==> config.mk <==
export PLATFORM = sky130hd
export DESIGN_NAME = fetch_queue
export DESIGN_NICKNAME = d
export VERILOG_FILES = /design/src/rtl/fetch_queue.sv
export SDC_FILE = /design/constraint.sdc
export NUM_CORES = 1
export LEC_CHECK = 0
export ABC_AREA = 1
export CORE_MARGIN = 8
export CORE_UTILIZATION = 60
export DETAILED_ROUTE_END_ITERATION = 7
export PLACE_DENSITY = 0.85
export SYNTH_ARGS = -nofsm -noshare
export SYNTH_HDL_FRONTEND = slang
export SYNTH_SLANG_ARGS = --single-unit
==> constraint.sdc <==
create_clock -name clk -period 8.6 [get_ports clk]
set_input_delay 1.29 -clock clk [delete_from_list [all_inputs] [get_ports clk]]
set_output_delay 1.29 -clock clk [all_outputs]
set_load 0.05 [all_outputs]
==> src/rtl/fetch_queue.sv <==
// Instruction fetch queue: issues sequential fetches to a sync-read imem and buffers {addr, instr}.
// Latency: issue at t -> head visible at t+2 (empty queue); redirect -> first entry at t+3.
// Backpressure: stall holds the head; issue is credit-limited by count + inflight < DEPTH.
module fetch_queue #(
    parameter int               WIDTH    = 32,
    parameter int               DEPTH    = 4,
    parameter int               PC_STEP  = 4,
    parameter logic [WIDTH-1:0] RESET_PC = '0
) (
    input  logic                       clk,
    input  logic                       reset,
    output logic                       imem_req,
    output logic [WIDTH-1:0]           imem_addr,
    input  logic [WIDTH-1:0]           imem_rdata,
    input  logic                       redirect,
    input  logic [WIDTH-1:0]           redirect_addr,
    input  logic                       stall,
    output logic                       out_valid,
    output logic [WIDTH-1:0]           out_instr,
    output logic [WIDTH-1:0]           out_addr,
    output logic [$clog2(DEPTH+1)-1:0] count
);
    localparam int CW = $clog2(DEPTH + 1);
    localparam int PW = $clog2(DEPTH);
    localparam logic [WIDTH-1:0] STEP = WIDTH'(PC_STEP);

    typedef struct packed {
        logic [WIDTH-1:0] addr;
        logic [WIDTH-1:0] instr;
    } entry_t;

    entry_t           mem_q [DEPTH];
    logic [WIDTH-1:0] fetch_pc_q;
    logic [WIDTH-1:0] inflight_addr_q;
    logic             inflight_q;
    logic             squash_q;
    logic [PW-1:0]    wr_ptr_q;
    logic [PW-1:0]    rd_ptr_q;
    logic [CW-1:0]    count_q;

    logic [CW:0]      occupancy;
    logic             issue;
    logic             push;
    logic             pop;
    entry_t           head;

    // Outstanding fetch reserves a slot so its response always has room.
    assign occupancy = {1'b0, count_q} + (CW + 1)'(inflight_q);
    assign issue     = ~reset & ~redirect & (occupancy < (CW + 1)'(DEPTH));
    assign push      = inflight_q & ~squash_q & ~redirect;
    assign pop       = out_valid & ~stall & ~redirect;

    assign imem_req  = issue;
    assign imem_addr = fetch_pc_q;
    assign out_valid = (count_q != '0);
    assign head      = mem_q[rd_ptr_q];
    assign out_instr = out_valid ? head.instr : '0;
    assign out_addr  = out_valid ? head.addr  : '0;
    assign count     = count_q;

    always_ff @(posedge clk or posedge reset) begin
        if (reset) begin
            fetch_pc_q      <= RESET_PC;
            inflight_addr_q <= '0;
            inflight_q      <= 1'b0;
            squash_q        <= 1'b0;
            wr_ptr_q        <= '0;
            rd_ptr_q        <= '0;
            count_q         <= '0;
        end else begin
            inflight_q <= issue;
            squash_q   <= redirect & inflight_q;
            if (issue) begin
                inflight_addr_q <= fetch_pc_q;
            end
            if (redirect) begin
                fetch_pc_q <= redirect_addr;
                wr_ptr_q   <= '0;
                rd_ptr_q   <= '0;
                count_q    <= '0;
            end else begin
                if (issue) begin
                    fetch_pc_q <= fetch_pc_q + STEP;
                end
                if (push) begin
                    wr_ptr_q <= wr_ptr_q + 1'b1;
                end
                if (pop) begin
                    rd_ptr_q <= rd_ptr_q + 1'b1;
                end
                if (push & ~pop) begin
                    count_q <= count_q + 1'b1;
                end else if (pop & ~push) begin
                    count_q <= count_q - 1'b1;
                end
            end
        end
    end

    // Entry storage needs no reset: occupancy is tracked by count_q alone.
    always_ff @(posedge clk) begin
        if (push) begin
            mem_q[wr_ptr_q] <= '{addr: inflight_addr_q, instr: imem_rdata};
        end
    end
endmodule

Yosys cells after proc, flatten, opt, wreduce, memory -nomap -nowiden --
Memory sizes are Yosys's and may differ from the RTL's. Cells that the tools add are included.
Operators by class: add/subtract/negate cells 6, order comparisons 1, muxes and demuxes 13, bitwise operators 15, reductions and logical operators 5
Operator list (number):
- two-way mux 32 bit | 4
- adder 32 x 3 -> 32 bit (second input constant) | 1
- AND 1 bit | 9
- two-way mux 3 bit | 3
- two-way mux 2 bit | 4
- NOT 1 bit | 6
- nonzero test 2 bit | 3
- nonzero test 3 bit | 2
- adder 2 x 1 -> 2 bit (second input constant) | 2
- adder 3 x 1 -> 4 bit | 1
- < comparator 4 x 3 -> 1 bit (second input constant) | 1
- adder 3 x 1 -> 3 bit (second input constant) | 1
- subtractor 3 x 1 -> 3 bit (second input constant) | 1
- two-way mux 1 bit | 2
Word-level totals: flip-flop bits (word level) 73, bits in writable memories 256, output and inout port bits 101, word-level logic and storage cells 48, memories 1
Memory list:
- mem_q | depth 4, width 64, read ports 1, clocked after Yosys merged registers in 0, write ports 1, RTL line 32 | entry_t mem_q [DEPTH];

Depth between registers and ports, before layout --
word-level depth 8, mapped depth 10, mapped depth without buffers 10

Least setup slack after synthesis --
OpenSTA, ideal clock, no wires.
kind input -> output, from input port reset, to output port imem_req, data arrival time 3704 ps, setup slack 3606 ps, cell stages on the path 4, path through inv_1 -> nand3_2 -> inv_1 -> buf_2
On the way: word-level cells in the longest chain between the ends 3
Ends and longest elaborated chain:
- start: declaration | RTL line 11 | input logic reset,
- NOT 1 bit | RTL line 49 | assign issue = ~reset & ~redirect & (occupancy < (CW + 1)'(DEPTH));
- AND 1 bit (2 in series) | RTL line 49
- end: declaration | RTL line 12 | output logic imem_req,
Every way passes these cells.

Worst setup path after layout --
from input port redirect, to output port imem_req
On the way: word-level cells in the longest chain between the ends 3
Ends and longest elaborated chain:
- start: declaration | RTL line 15 | input logic redirect,
- NOT 1 bit | RTL line 49
- AND 1 bit (2 in series) | RTL line 49
Every way passes these cells.

==> summary.md <==
| Metric | Value |
|---|---|
| Status | `completed` |
| RSZ-0062 raised after global routing | `no` |
| Clock slew at reported path FFs | `approximately 60 ps` |
| Fillers | `1488` |
| Cts hold-fix bufs | `0` |
| Initial Utilization | `60.6%` |
| Max cap viols | `0` |
| Max clock buf depth | `3` |
| Synth warn | `0` |
| Synthesized Nets | `1326` |
| Drt initial violations | `758` |
| Commonest non-fill, non-tap cell in the layout | `nor2_1` |
| Hold Crit Start | `inflight_addr_q[25]` |
| Final WL | `30800 um` |
| Routability congestion estimate | `~0.82` |
| Commonest cells after routing, fill and taps aside | `nor2_1, edfxtp_1, clkdlybuf4s50_1, o21ai_0, nand2_1` |
| CP Launch Type | `input pin` |
| Via count | `9729` |
| Gr usage total | `approximately 22%` |
| Delay of the slowest cell on the worst path | `880 ps` |
| Worst reg-to-reg setup slack | `6200 ps` |
| Synth unique cells | `31` |
| DR DRC count | `0` |
| Worst-margin pin slew | `about 1100 ps` |
| Clock skew | `19.2 ps` |
| Worst hold path class | `flop to flop` |
| Slowest CP cell | `clkdlybuf4s50_1` |
| Setup slack at placement | `2910 ps` |
| Ports | `169` |
| Final worst-path cycle share | `66.7%` |
| Mean Syn Cell Area | `10.9 um^2` |
| Vias in the first global route | `9752` |
| Delay-heaviest family, CP | `buffers and inverters` |
| Hpwl dp | `roughly 18000 um` |
| Final Hold Fails | `0` |
| Reg-to-reg critical path startpoint | `squash_q` |
| WL met1 | `12600 um` |
| Req. time, crit path | `about 7300 ps` |
| Initial antenna violation count | `0` |
| F_max | `between 150 and 200 MHz` |
| R2r endpoint | `mem_q[0][50]` |
| Die ar. | `about 0.028 mm^2` |
| Crit end category | `output pin` |
| Sequential area share after synthesis | `about 70%` |
| Total power | `roughly 0.0048 W` |
| Critical path origin | `redirect` |
| Placed cells | `around 1.7k` |
| Mapped Area | `0.0136 mm^2` |
| Pin count of the biggest net entering global routing | `110` |
| Final setup TNS | `0 ps` |
| Pwr/cell area | `between 200 and 300 mW/mm^2` |
| Cell leakage power | `6.06 nW` |
| Met3 wire len | `2620 um` |
| Area of the multi-input gates | `0.00365 mm^2` |
| Seq cells post-synth | `approximately 330` |
| N_diodes | `0` |
| FF-to-FF path depth | `4` |
| Clock sinks | `329` |
| Post-Syn Instances | `1252` |
| Routed Antenna Nets | `0` |
| Worst path arrival time | `4450 ps` |
| IO buf count | `168` |
| CP Buf/Inv Count | `5` |
| WHS Endpoint | `mem_q[1][57]` |
| Via density | `~5.7` |
| Uppermost layer routed | `met4` |
| Core Box Area | `approximately 0.023 mm^2` |
| CP Class | `input pin to output pin` |
| Final setup violation count | `0` |
| CP Cell Sequence | `clkdlybuf4s50_1 -> buf_4 -> nor2_1 -> nand3_2 -> buf_4 -> inv_1 -> clkdlybuf4s50_1` |
| CTS tree | `done` |
| Peak VDD IR | `0.000159 V` |
| Clock latency on the worst-skew pair | `550 ps` |
| Routed WL per cell | `18.0 um` |
| Min Tclk post-route | `5740 ps` |
| Overflow after GRT | `0` |
| Synth top area cells | `edfxtp_1, dfrtp_1, nor2_1` |
| Final worst slack | `roughly 2900 ps` |
| Postcts setup bufs | `0` |
| Synth top area share | `56.4%` |
| # resized after CTS | `0` |
| Die span in x | `between 150 and 200 um` |
| First-pass GRT wire length | `49200 um` |
| Area leader, netlist | `edfxtp_1` |
| Rows | `between 50 and 60` |
| Slew headroom | `28.8%` |
| Die Ht | `roughly 170 um` |
| Area grow syn2layout | `21.3%` |
| Post-Layout Cell Count | `1709` |
| Layout cells sized above 1 | `5.97%` |
| Number of H-tree levels | `1` |
| Drt pass-1 iters | `5` |
| Max-slew violation count | `0` |
| Num CTS Buffers | `31` |
| WHS Path Cells | `0` |
| Clock Tree Root | `clkbuf_16` |
| Top fanout value on the critical path | `69` |
| Final nets | `1475` |
| Sequential cell area | `0.00952 mm^2` |
| Met2 WL | `15000 um` |
[Yosys cell counts]
| master | number |
|---|---|
| edfxtp_1 | 256 |
| buf_4 | 1 |
| o21ai_1 | 10 |
| ha_1 | 5 |
| o211ai_1 | 3 |
| o221ai_1 | 2 |
| fa_1 | 1 |
| xor2_1 | 4 |
| nor3_1 | 2 |
| nand4_1 | 6 |
| nor2_4 | 4 |
| nand3_1 | 49 |
| nor2_1 | 336 |
| nand3_2 | 4 |
| xnor2_1 | 1 |
| nand2_2 | 2 |
| a22oi_1 | 10 |
| buf_1 | 16 |
| o22ai_1 | 1 |
| o31ai_1 | 1 |
| o21ai_0 | 155 |
| nand3b_1 | 2 |
| clkbuf_1 | 18 |
| dfrtp_1 | 73 |
| buf_2 | 29 |
| a21boi_0 | 1 |
| nor2_2 | 5 |
| inv_1 | 54 |
| nand2_1 | 119 |
| inv_2 | 4 |
| a21oi_1 | 78 |
[registers in the layout, summed over array words and instances, names as in the netlist]
| register | cells |
|---|---|
| imem_addr | 32 |
| count | 3 |
| wr_ptr_q | 2 |
| inflight_addr_q | 32 |
| inflight_q | 1 |
| mem_q | 256 |
| squash_q | 1 |
| rd_ptr_q | 2 |
[through the flow]
| step | cell area, um^2 | hold WS [ps] | util, % |
|---|---|---|---|
| global route | 16500 | 551 | 73.5 |
| detailed placement | 15500 | 503 | 69.0 |
| finish | 16500 | 514 | 73.5 |
| floorplan | 13600 | 476 | - |
| global placement | 15500 | 495 | 69.0 |
| CTS | 16500 | 518 | 73.5 |
[cell families after synthesis]
family	Yosys count	share of synthesized area [%]
simple gates	529	15.7
xor+xnor	5	0.321
buf+inv	122	3.65
fa+ha+maj	6	0.606
compound gates	261	9.92
flops	329	69.8
[worst max-delay path by stage]
stage               endpoint  slack [ps]  cells past startpoint
floorplan           imem_req        3610                      4
global placement    imem_req        2920                      7
detailed placement  imem_req        2910                      7
CTS                 imem_req        2900                      7
finish              imem_req        2860                      7
global route        imem_req        2700                      7
[worst reg2reg max path: stages, from the launching register on]
cell and delay, ps:
dfrtp_1 360, inv_1 90, nand3_2 250, nor2_4 610, buf_4 680
[routing by layer]
metal  vias up  global-route usage [%]
met4         0                    7.29
met5         -                       0
met1      4662                    27.7
met2       421                    36.8
li1       4596                       -
met3        50                    4.49
[cell type report]
| cell class | instances | area share [%] |
|---|---|---|
| Timing Repair Buffer | 180 | 10.7 |
| Clock inverter | 17 | 1.14 |
| Multi-Input combinational cell | 801 | 22.1 |
| Clock buffer | 39 | 5.00 |
| Sequential cell | 329 | 57.6 |
| Tap cell | 285 | 2.16 |
| Inverter | 58 | 1.32 |
[power by group]
group	internal, W	switching (W)	leakage, nW
registers	0.00186	0.000121	3.20
clock network	0.000798	0.000547	0.499
logic	0.000421	0.00101	2.36
total	0.00308	0.00168	6.06
No activity file was read; power rests on OpenSTA's default activity.
